### src/rtl/float_pkg.sv
// Shared helpers for the block-floating-point datapath: offset width,
// data-representation names and the clamp used by the exponent detector.
package float_pkg;

    localparam string SIGNREP_SIGNED   = "SIGNED";
    localparam string SIGNREP_UNSIGNED = "UNSIGNED";

    // Width of an offset that can range over 0..(iw-ow).
    function automatic int offset_width(input int iw, input int ow);
        return $clog2(iw - ow + 1);
    endfunction

    // Smaller of two unsigned values; clamps a leading-zero count to the
    // largest shift the rounder can absorb.
    function automatic int unsigned clamp_max(input int unsigned value,
                                              input int unsigned limit);
        return (value < limit) ? value : limit;
    endfunction

endpackage

### src/rtl/float_lzc.sv
// Combinational leading-zero counter over W bits. An all-zero input
// returns W.
module float_lzc #(
    parameter int W = 8
) (
    input  logic [W-1:0]           i_data,
    output logic [$clog2(W+1)-1:0] o_count
);

    localparam int CW = $clog2(W + 1);

    // Scan upward so the highest set bit is the last one to write the count.
    always_comb begin
        o_count = CW'(W);
        for (int i = 0; i < W; i++) begin
            if (i_data[i]) begin
                o_count = CW'(W - 1 - i);
            end else begin
                o_count = o_count;
            end
        end
    end

endmodule

### src/rtl/block_scale_detector.sv
// Block-floating-point exponent detector. Groups accepted samples into
// blocks of BLOCKLEN, finds the smallest leading-zero (UNSIGNED) or
// redundant-sign-bit (SIGNED) count per block, and delays the data by one
// block so each sample leaves with the offset of its own block.
// Optional feature macro: BLOCK_SCALE_DETECTOR_OVERRIDE_EN adds ovr_ena /
// ovr_offset, which replace the detected offset at a block boundary.
module block_scale_detector
    import float_pkg::*;
#(
    parameter int    IWIDTH   = 7,
    parameter int    OWIDTH   = 4,
    parameter string SIGNREP  = "UNSIGNED",
    parameter int    BLOCKLEN = 16
) (
    input  logic                                     clk,
    input  logic                                     rst,
    input  logic                                     clkena,
    input  logic                                     i_valid,
    input  logic [IWIDTH-1:0]                        i_data,
`ifdef BLOCK_SCALE_DETECTOR_OVERRIDE_EN
    input  logic                                     ovr_ena,
    input  logic [offset_width(IWIDTH, OWIDTH)-1:0]  ovr_offset,
`endif
    output logic                                     o_valid,
    output logic [IWIDTH-1:0]                        o_data,
    output logic [offset_width(IWIDTH, OWIDTH)-1:0]  o_offset
);

    localparam int          OFFW      = offset_width(IWIDTH, OWIDTH);
    localparam int          CW        = $clog2(BLOCKLEN);
    localparam int          LZW       = $clog2(IWIDTH + 1);
    localparam int unsigned MAXOFF    = 32'(IWIDTH - OWIDTH);
    localparam bit          IS_SIGNED = (SIGNREP == SIGNREP_SIGNED);

    logic [CW-1:0]     r_cnt;
    logic [IWIDTH-1:0] r_acc;
    logic [OFFW-1:0]   r_p_off;
    logic              r_primed;
    logic              r_o_valid;
    logic [IWIDTH-1:0] r_o_data;
    logic [OFFW-1:0]   r_o_offset;
    logic [IWIDTH-1:0] r_buf [BLOCKLEN];

    logic              w_accept;
    logic              w_last;
    logic [IWIDTH-1:0] w_mag;
    logic [IWIDTH-1:0] w_peak;
    logic [LZW-1:0]    w_lz_full;
    logic [LZW-1:0]    w_lz;
    logic [OFFW-1:0]   w_off_next;
    logic [OFFW-1:0]   w_bound_off;

    assign w_accept = clkena & i_valid;
    assign w_last   = (r_cnt == CW'(BLOCKLEN - 1));
    assign w_peak   = r_acc | w_mag;

    // Magnitude: ones-complement for signed data so the most negative value
    // cannot overflow; its MSB is then always zero.
    always_comb begin
        if (IS_SIGNED) begin
            w_mag = i_data ^ {IWIDTH{i_data[IWIDTH-1]}};
        end else begin
            w_mag = i_data;
        end
    end

    float_lzc #(
        .W (IWIDTH)
    ) u_lzc (
        .i_data  (w_peak),
        .o_count (w_lz_full)
    );

    // For signed data the magnitude MSB is always zero, so the count over
    // bits [IWIDTH-2:0] is the full-width count minus one (all-zero gives
    // IWIDTH-1, the full width of that field).
    always_comb begin
        if (IS_SIGNED) begin
            w_lz = w_lz_full - LZW'(1);
        end else begin
            w_lz = w_lz_full;
        end
    end

    assign w_off_next = OFFW'(clamp_max({{(32 - LZW){1'b0}}, w_lz}, MAXOFF));

    // Choose the offset that is loaded at each block boundary.
    always_comb begin
`ifdef BLOCK_SCALE_DETECTOR_OVERRIDE_EN
        if (ovr_ena) begin
            w_bound_off = ovr_offset;
        end else begin
            w_bound_off = r_p_off;
        end
`else
        w_bound_off = r_p_off;
`endif
    end

    // Delay buffer write; contents are deliberately not reset.
    always_ff @(posedge clk) begin
        if (w_accept) begin
            r_buf[r_cnt] <= i_data;
        end
    end

    // Block counter, peak accumulator, offset detection and output registers.
    always_ff @(posedge clk or negedge rst) begin
        if (!rst) begin
            r_cnt      <= CW'(0);
            r_acc      <= IWIDTH'(0);
            r_p_off    <= OFFW'(0);
            r_primed   <= 1'b0;
            r_o_valid  <= 1'b0;
            r_o_data   <= IWIDTH'(0);
            r_o_offset <= OFFW'(0);
        end else if (w_accept) begin
            r_cnt <= r_cnt + CW'(1);
            if (w_last) begin
                r_acc    <= IWIDTH'(0);
                r_p_off  <= w_off_next;
                r_primed <= 1'b1;
            end else begin
                r_acc <= w_peak;
            end
            if (r_primed) begin
                // Read-before-write: this entry holds the sample accepted
                // BLOCKLEN accepts ago.
                r_o_valid <= 1'b1;
                r_o_data  <= r_buf[r_cnt];
                if (r_cnt == CW'(0)) begin
                    r_o_offset <= w_bound_off;
                end
            end else begin
                r_o_valid <= 1'b0;
            end
        end else if (clkena) begin
            r_o_valid <= 1'b0;
        end
    end

    assign o_valid  = r_o_valid;
    assign o_data   = r_o_data;
    assign o_offset = r_o_offset;

endmodule

### config.mk
export PLATFORM = sky130hd
export DESIGN_NAME = block_scale_detector
export DESIGN_NICKNAME = d
export VERILOG_FILES = /design/src/rtl/float_pkg.sv /design/src/rtl/float_lzc.sv /design/src/rtl/block_scale_detector.sv
export SDC_FILE = /design/constraint.sdc
export NUM_CORES = 1
export LEC_CHECK = 0
export CORE_MARGIN = 4
export CORE_UTILIZATION = 54
export CTS_BUF_LIST = sky130_fd_sc_hd__clkbuf_16
export CTS_CLUSTER_DIAMETER = 50
export CTS_CLUSTER_SIZE = 16
export DETAILED_ROUTE_END_ITERATION = 10
export PLACE_DENSITY = 0.75
export SYNTH_ARGS = -nofsm -noshare
export SYNTH_HDL_FRONTEND = slang
export SYNTH_SLANG_ARGS = --single-unit
### constraint.sdc
create_clock -name clk -period 2.02 [get_ports clk]
set_input_delay 0.505 -clock clk [delete_from_list [all_inputs] [get_ports clk]]
set_output_delay 0.505 -clock clk [all_outputs]
set_load 0.005 [all_outputs]
==> impl_metrics.env <==
export IMPL_status="complete, no violations"
export IMPL_arrival_ns=2.20
export IMPL_fmax_mhz=518
export IMPL_grt_pass1_vias=3089
export IMPL_coreArea_um2=9420
export IMPL_die_area_um2=11500
export IMPL_first_pass_iters=5
export IMPL_ant_nets=0
export IMPL_vias=2961
export IMPL_area_delta_synth_final_pct=23.1
export IMPL_grt_ovfl_total=0
export IMPL_finClkSkew_ns=0.0130
export IMPL_routed_via_density=5.75
export IMPL_syn_nets=319
export IMPL_path_clk_slew_ns=0.06
export IMPL_syn_inst=304
export IMPL_powerDensity_nw_per_um2=1330
export IMPL_fin_nets=388
export IMPL_end_kind="flip-flop"
export IMPL_die_w_um=107
export IMPL_utilization_pct=69.2
export IMPL_place_gp_congestion=0.858
export IMPL_holdCritPathClass="in -> async"
export IMPL_place_area_um2=5920
export IMPL_stdcell_count=515
export IMPL_r2r_start="r_cnt[0]$_DFFE_PN0P_"
export IMPL_antenna_cells=0
export IMPL_rrSetupSlack_ns=0.09
export IMPL_slew_headroom_pct=69.4
export IMPL_dpl_hpwl_mm=7.39
export IMPL_totalWireLength_mm=11.4
export IMPL_worstReg2RegEnd="o_data[5]$_DFFE_PN0P_"
export IMPL_cts_tree="yes"
export IMPL_synth_cell_type_count=41
export IMPL_grt_first_pass_wirelength_mm=17.9
export IMPL_tightestPinTransition_ns=0.456
export IMPL_io_buffers=20
export IMPL_cap_violations=0
export IMPL_setup_slack_ns=0.0898
export IMPL_final_area_um2=6520
export IMPL_cts_sinks=132
export IMPL_start_kind="flip-flop"
export IMPL_p_leak_nw=2.37
export IMPL_yosysSeqAreaShare_pct=72.9
export IMPL_synth_edf_count=112
export IMPL_drt_wirelength_per_cell_um=22.1
export IMPL_period_share_pct=95.6
export IMPL_antenna_found_initial=0
export IMPL_rr_worst_depth=5
export IMPL_fin_crit_ns=1.93
export IMPL_rows=35
export IMPL_pre_cts_ws_ns=-0.0599
export IMPL_cts_repair_resized=0
export IMPL_htreeDepth=4
export IMPL_die_h_um=107
export IMPL_grt_util_all_layers_pct=21.8
export IMPL_syn_avg_cell_area_um2=17.4
export IMPL_crit_required_ns=2.29
export IMPL_hold_viol=0
export IMPL_synth_ff_latch_count=132
export IMPL_io_pins=21
export IMPL_syn_area_um2=5300
export IMPL_cts_buffers=17
export IMPL_dpl_cell_count=482
export IMPL_clock_latency_ns=0.41
export IMPL_drt_iter0_drc=254
export IMPL_slew_viol_final=0
export IMPL_drive_gt1_share_pct=26.7
export IMPL_drc=0
export IMPL_setup_violations=0
export IMPL_cts_root_buffer="clkbuf_16"
export IMPL_fillers=593
export IMPL_synthArstFlopShare_pct=15.2
export IMPL_critical_path_class="reg -> reg"
export IMPL_hold_ws_ns=0.449
export IMPL_peakVddDrop_uv=816
export IMPL_start_util_pct=56.3
export IMPL_ys_warn_count=0
export IMPL_crit_path_max_fanout=16
export IMPL_grt_max_degree=21
export IMPL_yosys_most_used_dff="edfxtp_1"
export IMPL_ctsLongestPathBuffers=2
==> how the worst max path moves through the flow <==
stage                                    start                 endpoint  slack [ns]  cells past startpoint
after floorplan           r_cnt[0]$_DFFE_PN0P_  o_offset[0]$_DFFE_PN0P_       0.003                      8
after global placement                  clkena    r_buf[3][6]$_DFFE_PP_       -0.02                      6
final                     r_cnt[0]$_DFFE_PN0P_    o_data[5]$_DFFE_PN0P_        0.09                      5
after detailed placement                clkena    r_buf[3][2]$_DFFE_PP_       -0.06                      6
after global routing      r_cnt[0]$_DFFE_PN0P_    o_data[5]$_DFFE_PN0P_     -0.0006                      5
after CTS                 r_cnt[0]$_DFFE_PN0P_    o_data[5]$_DFFE_PN0P_        0.08                      5
==> logic make-up after synthesis <==
logic type / synth area share, %
AO/OA/AOI/OAI: 4.37
flip-flops: 72.9
XOR/XNOR: 0.496
adder cells (fa/ha/maj): 0.945
buffers and inverters: 2.24
AND/OR/NAND/NOR: 5.65
multiplexers: 13.4
==> power by group <==
group / switching [mW] / leakage [nW] / internal, mW
Sequential: 0.185 / 1.25 / 3.22
Clock: 1.11 / 0.306 / 1.90
Combinational: 1.15 / 0.814 / 1.09
Total: 2.45 / 2.37 / 6.22
==> critical path: stages, from the launching register on <==
cell and delay, ns:
dfrtp_2 0.50, buf_12 0.19, mux4_1 0.64, mux2_2 0.32
nand2_1 0.07, a31oi_1 0.07
==> state kept, by name (all words and copies together), names as in the netlist <==
| signal | flops |
|---|---|
| r_primed | 1 |
| r_buf | 112 |
| r_p_off | 2 |
| o_data | 7 |
| o_offset | 2 |
| r_acc | 3 |
| r_cnt | 4 |
| o_valid | 1 |
==> per-stage QoR <==
step | setup TNS, ns | power (mW)
4_1_cts | 0 | 8.68
6_report | 0 | 8.67
2_1_floorplan | 0 | 4.88
3_5_place_dp | -2.16 | 5.65
3_3_place_gp | -0.249 | 5.61
5_1_grt | -0.000627 | 9.06
==> metal layers <==
layer / up-vias / share of wire [%] / GRT usage, %
met5: - / 0 / 0
met4: 0 / 2.8 / 10.3
met3: 23 / 8.8 / 6.92
met2: 126 / 48 / 31.8
met1: 1480 / 41 / 29.8
li1: 1332 / - / -
==> synthesized netlist by cell type, types with 2 or more instances <==
library cell	count	area share, %
or2_2	3	0.35
or3_1	3	0.35
nand2_1	16	1.1
dfrtp_1	20	9.4
buf_6	2	0.43
inv_1	3	0.21
nor2_1	29	2.1
mux4_2	5	2.1
o21ai_0	5	0.47
edfxtp_1	112	63
a31oi_1	4	0.47
nand2b_1	2	0.24
o32a_1	2	0.38
clkbuf_1	4	0.28
a221oi_1	2	0.33
o31ai_1	2	0.28
ha_1	4	0.94
mux2i_1	19	3.6
xnor2_1	3	0.50
a211oi_1	2	0.28
o22ai_1	2	0.24
o221ai_1	2	0.33
a22o_1	4	0.66
mux4_1	9	4.5
a21oi_1	5	0.47
mux2_2	15	3.2
buf_2	7	0.66
nor3_1	3	0.28
nand3_1	3	0.28
==> cell type report <==
cell class,count,area (um2),area share [%]
inverters,3,11.3,0.173
clock inverters,12,95.1,1.46
clock buffers,20,500,7.68
well taps,129,161,2.48
flip-flops and latches,132,3860,59.3
multi-input cells,153,1320,20.2
repair buffers,66,571,8.75
==> cell usage in the layout, fill, tap and decap left out, types with 3 or more instances in the layout <==
master and n:
nand3_1 3, o21ai_0 5, a22o_1 4, a31oi_1 4
inv_1 4, nor2_1 29, nand2_1 16, xnor2_1 3
mux4_2 5, mux2i_1 19, buf_4 44, a21oi_1 5
mux4_1 9, dfrtp_1 19, or3_1 3, clkdlybuf4s50_1 20
edfxtp_1 112, inv_4 3, clkbuf_16 20, or2_2 3
nor3_1 3, ha_1 4, mux2_2 15
==> what timing repair did <==
action                     CTS  global route
setup endpoints to repair    0             2
hold buffers                 0             0
setup buffers                0             1
Note: power is estimated with default switching activity, not from simulation.
==> edit: new RTL, config.mk and constraints unchanged <==
Register the output `o_data` once more, cleared by the reset; this adds one clock of latency there. The other outputs are not delayed to match.
--- a/src/rtl/block_scale_detector.sv
+++ b/src/rtl/block_scale_detector.sv
@@ -142,3 +142,9 @@
     assign o_valid  = r_o_valid;
-    assign o_data   = r_o_data;
+    always_ff @(posedge clk or negedge rst) begin
+        if (!rst) begin
+            o_data <= '0;
+        end else begin
+            o_data <= r_o_data;
+        end
+    end
     assign o_offset = r_o_offset;
Check against the original RTL: no difference found for any inputs over 10 cycles, from zero or initial values and one cycle with rst low; that may be too few to reach the edited logic, so the function may still have changed.
==> edit against the unedited design <==
Setup slack better by 0.071 ns; utilization decreased by 0.87 points; sequential cell count up 7; first-iteration DRC count decreased by 4.3%; total power rose by 5.1%; routed wire length shrank 4.5%; count of clock-buffer cells in the layout fell by 3; synthesized cell count is 1.6% higher; critical path depth is 1 lower; design area is 3.0% higher; die area grew 3.1%; clock skew grew 0.0026 ns; synthesized area is 3.4% higher; critical path type is now in -> reg.
==> edit: results (changes against the unedited design) <==
| Metric | Value |
|---|---|
| Number of flops mapped to enable cells by yosys | 112 (unchanged) |
| Worst Hold Class | reg -> reg (was in -> async) |
| Post-CTS setup buffer count | 0 (unchanged) |
| Antenna Cells | 0 (unchanged) |
| CP max FO | 7 (was 16) |
| Number of global-route vias before repair | 3002 (was 3089) |
| Status | complete, no violations (unchanged) |
| Maximum buffer depth of the clock tree | 2 (unchanged) |
| First DRT Iteration DRCs | 243 (was 254) |
| LEAKAGE | 2.49 nW (was 2.37 nW) |
| Ys flop type | edfxtp_1 (unchanged) |
| Slowest CP cell | clkdlybuf4s50_1 (was mux4_1) |
| Yosys cell types | 35 (was 41) |
| Arrival @ worst endpoint | 1.94 ns (was 2.20 ns) |
| Worst VDD drop | 635 µV (was 816 µV) |
| Gp weighted congestion | 0.862 (was 0.858) |
| Worst Skew | 0.0156 ns (was 0.0130 ns) |
| Initial antenna violation count | 0 (unchanged) |
| Reg clk slew, reported paths | 0.06 ns (about the same) |
| H-Tree Depth | 4 (unchanged) |
| Sw Ratio | 27.1% (was 28.2%) |
| Resized cells post-CTS | 0 (unchanged) |
| CTS Buf Count | 17 (unchanged) |
| CP max stage delay | 0.52 ns (was 0.64 ns) |
| 1st-pass router iterations | 4 (was 5) |
| Largest net degree at the start of global routing | 28 (was 21) |
| Cell chosen for the clock root | clkbuf_16 (unchanged) |
| Post-DP HPWL | 7.25 mm (was 7.39 mm) |
| # nets final | 387 (was 388) |
| Worst Max-Slew Pin Slew | 0.612 ns (was 0.456 ns) |
| DR WL/cell | 21.0 µm (was 22.1 µm) |
| Sequential fraction of the synthesis area | 73.8% (was 72.9%) |
| Routed vias/inst | 5.68 (was 5.75) |
| IO Port Bufs | 20 (unchanged) |
| Gr usage total | 20.3% (was 21.8%) |
| Ranking of synthesized cells by area | edfxtp_1 61%, dfrtp_1 12%, mux2i_1 4.0%, mux4_1 3.4%, mux4_2 3.3% (was edfxtp_1 63%, dfrtp_1 9.4%, mux4_1 4.5%, mux2i_1 3.6%, mux2_2 3.2%) |
| Synth cell count leaders | 112 x edfxtp_1, 27 x dfrtp_1, 22 x mux2i_1 (was 112 x edfxtp_1, 29 x nor2_1, 20 x dfrtp_1) |
| Fill cell count | 664 (was 593) |
| Global-route wire length before repair | 16.9 mm (was 17.9 mm) |
| Synth async-reset ratio | 19.4% (was 15.2%) |
| Layout cells sized above 1 | 24.2% (was 26.7%) |
| Synth warnings | 0 (unchanged) |
| Top Registers | r_buf: 112 flops, o_data: 7 flops, r_o_data: 7 flops |
| R2R setup slack | 0.17 ns (was 0.09 ns) |
| Syn Nets | 324 (was 319) |
| Worst skew pair latency | 0.42 ns |
edit: cell types whose count changed in the layout (fill, tap and decap cells not counted), moves of 6 or more:
cell     delta
nand2_1     -6
mux2_2      -7
dfrtp_1     +7
and3_1     +14
nor2_1     -12
buf_4       -7
and2_1      +6
edit: cell families after synthesis:
group / count (synthesis) / synth area share [%]
flip-flops: 139 / 73.8
AO/OA/AOI/OAI: 35 / 4.57
multiplexers: 45 / 12.3
AND/OR/NAND/NOR: 62 / 5.96
buffers and inverters: 21 / 1.99
XOR/XNOR: 3 / 0.480
adder cells (fa/ha/maj): 4 / 0.914
edit: metrics by stage:
| stage | total power, mW | worst slack [ns] | instances | hold WS (ns) | instance area, µm² |
|---|---|---|---|---|---|
| finish | 9.11 | 0.161 | 518 | 0.374 | 6710 |
| global route | 9.50 | 0.114 | 518 | 0.383 | 6710 |
| CTS | 9.09 | 0.0367 | 516 | 0.376 | 6690 |
| detailed placement | 5.94 | -0.221 | 484 | 0.363 | 6080 |
| global placement | 5.89 | -0.163 | 484 | 0.361 | 6080 |
| floorplan | 5.11 | 0.0196 | 309 | 0.209 | 5480 |
edit: final cells by class:
type	instances	area, µm²	area share (%)
clock inverter	15	180	2.68
clock buffer	17	425	6.34
sequential	139	4040	60.2
multi-input combinational	149	1330	19.8
tap	133	166	2.48
timing repair buffer	61	558	8.31
inverter	4	15.0	0.224
edit: worst paths after layout:
path,from,to,cells after the start
min in group asynchronous,rst,r_primed$_DFFE_PN0P_,2
hold / removal,r_o_data[1]$_DFFE_PN0P_,o_data[1]$_DFF_PN0_,0
setup reg to reg,r_cnt[0]$_DFFE_PN0P_,r_o_data[2]$_DFFE_PN0P_,5
max in group asynchronous,rst,r_cnt[0]$_DFFE_PN0P_,2
hold reg to reg,r_o_data[1]$_DFFE_PN0P_,o_data[1]$_DFF_PN0_,0
setup / recovery,clkena,r_buf[5][1]$_DFFE_PP_,4
edit: critical path: cells and delay by family:
kind	cells	cell delay, ns
simple gates	3	0.92
buf+inv	1	0.52
edit: power by group through the flow:
stage	Clock (mW)	Combinational, mW	Sequential [mW]
after floorplan	0	1.48	3.63
after global placement	0	2.19	3.70
after detailed placement	0	2.22	3.72
after CTS	3.18	2.25	3.66
after global routing	3.32	2.52	3.66
final	3.14	2.34	3.63
edit: routing by layer:
metal | wire length (µm) | share of wire [%] | vias to the layer above | global-route usage [%]
met5 | 0 | 0 | - | 0
met4 | 319 | 2.9 | 0 | 9.47
met3 | 784 | 7.2 | 22 | 5.33
met2 | 5150 | 47 | 119 | 30.2
met1 | 4600 | 42 | 1463 | 28.2
li1 | - | - | 1340 | -
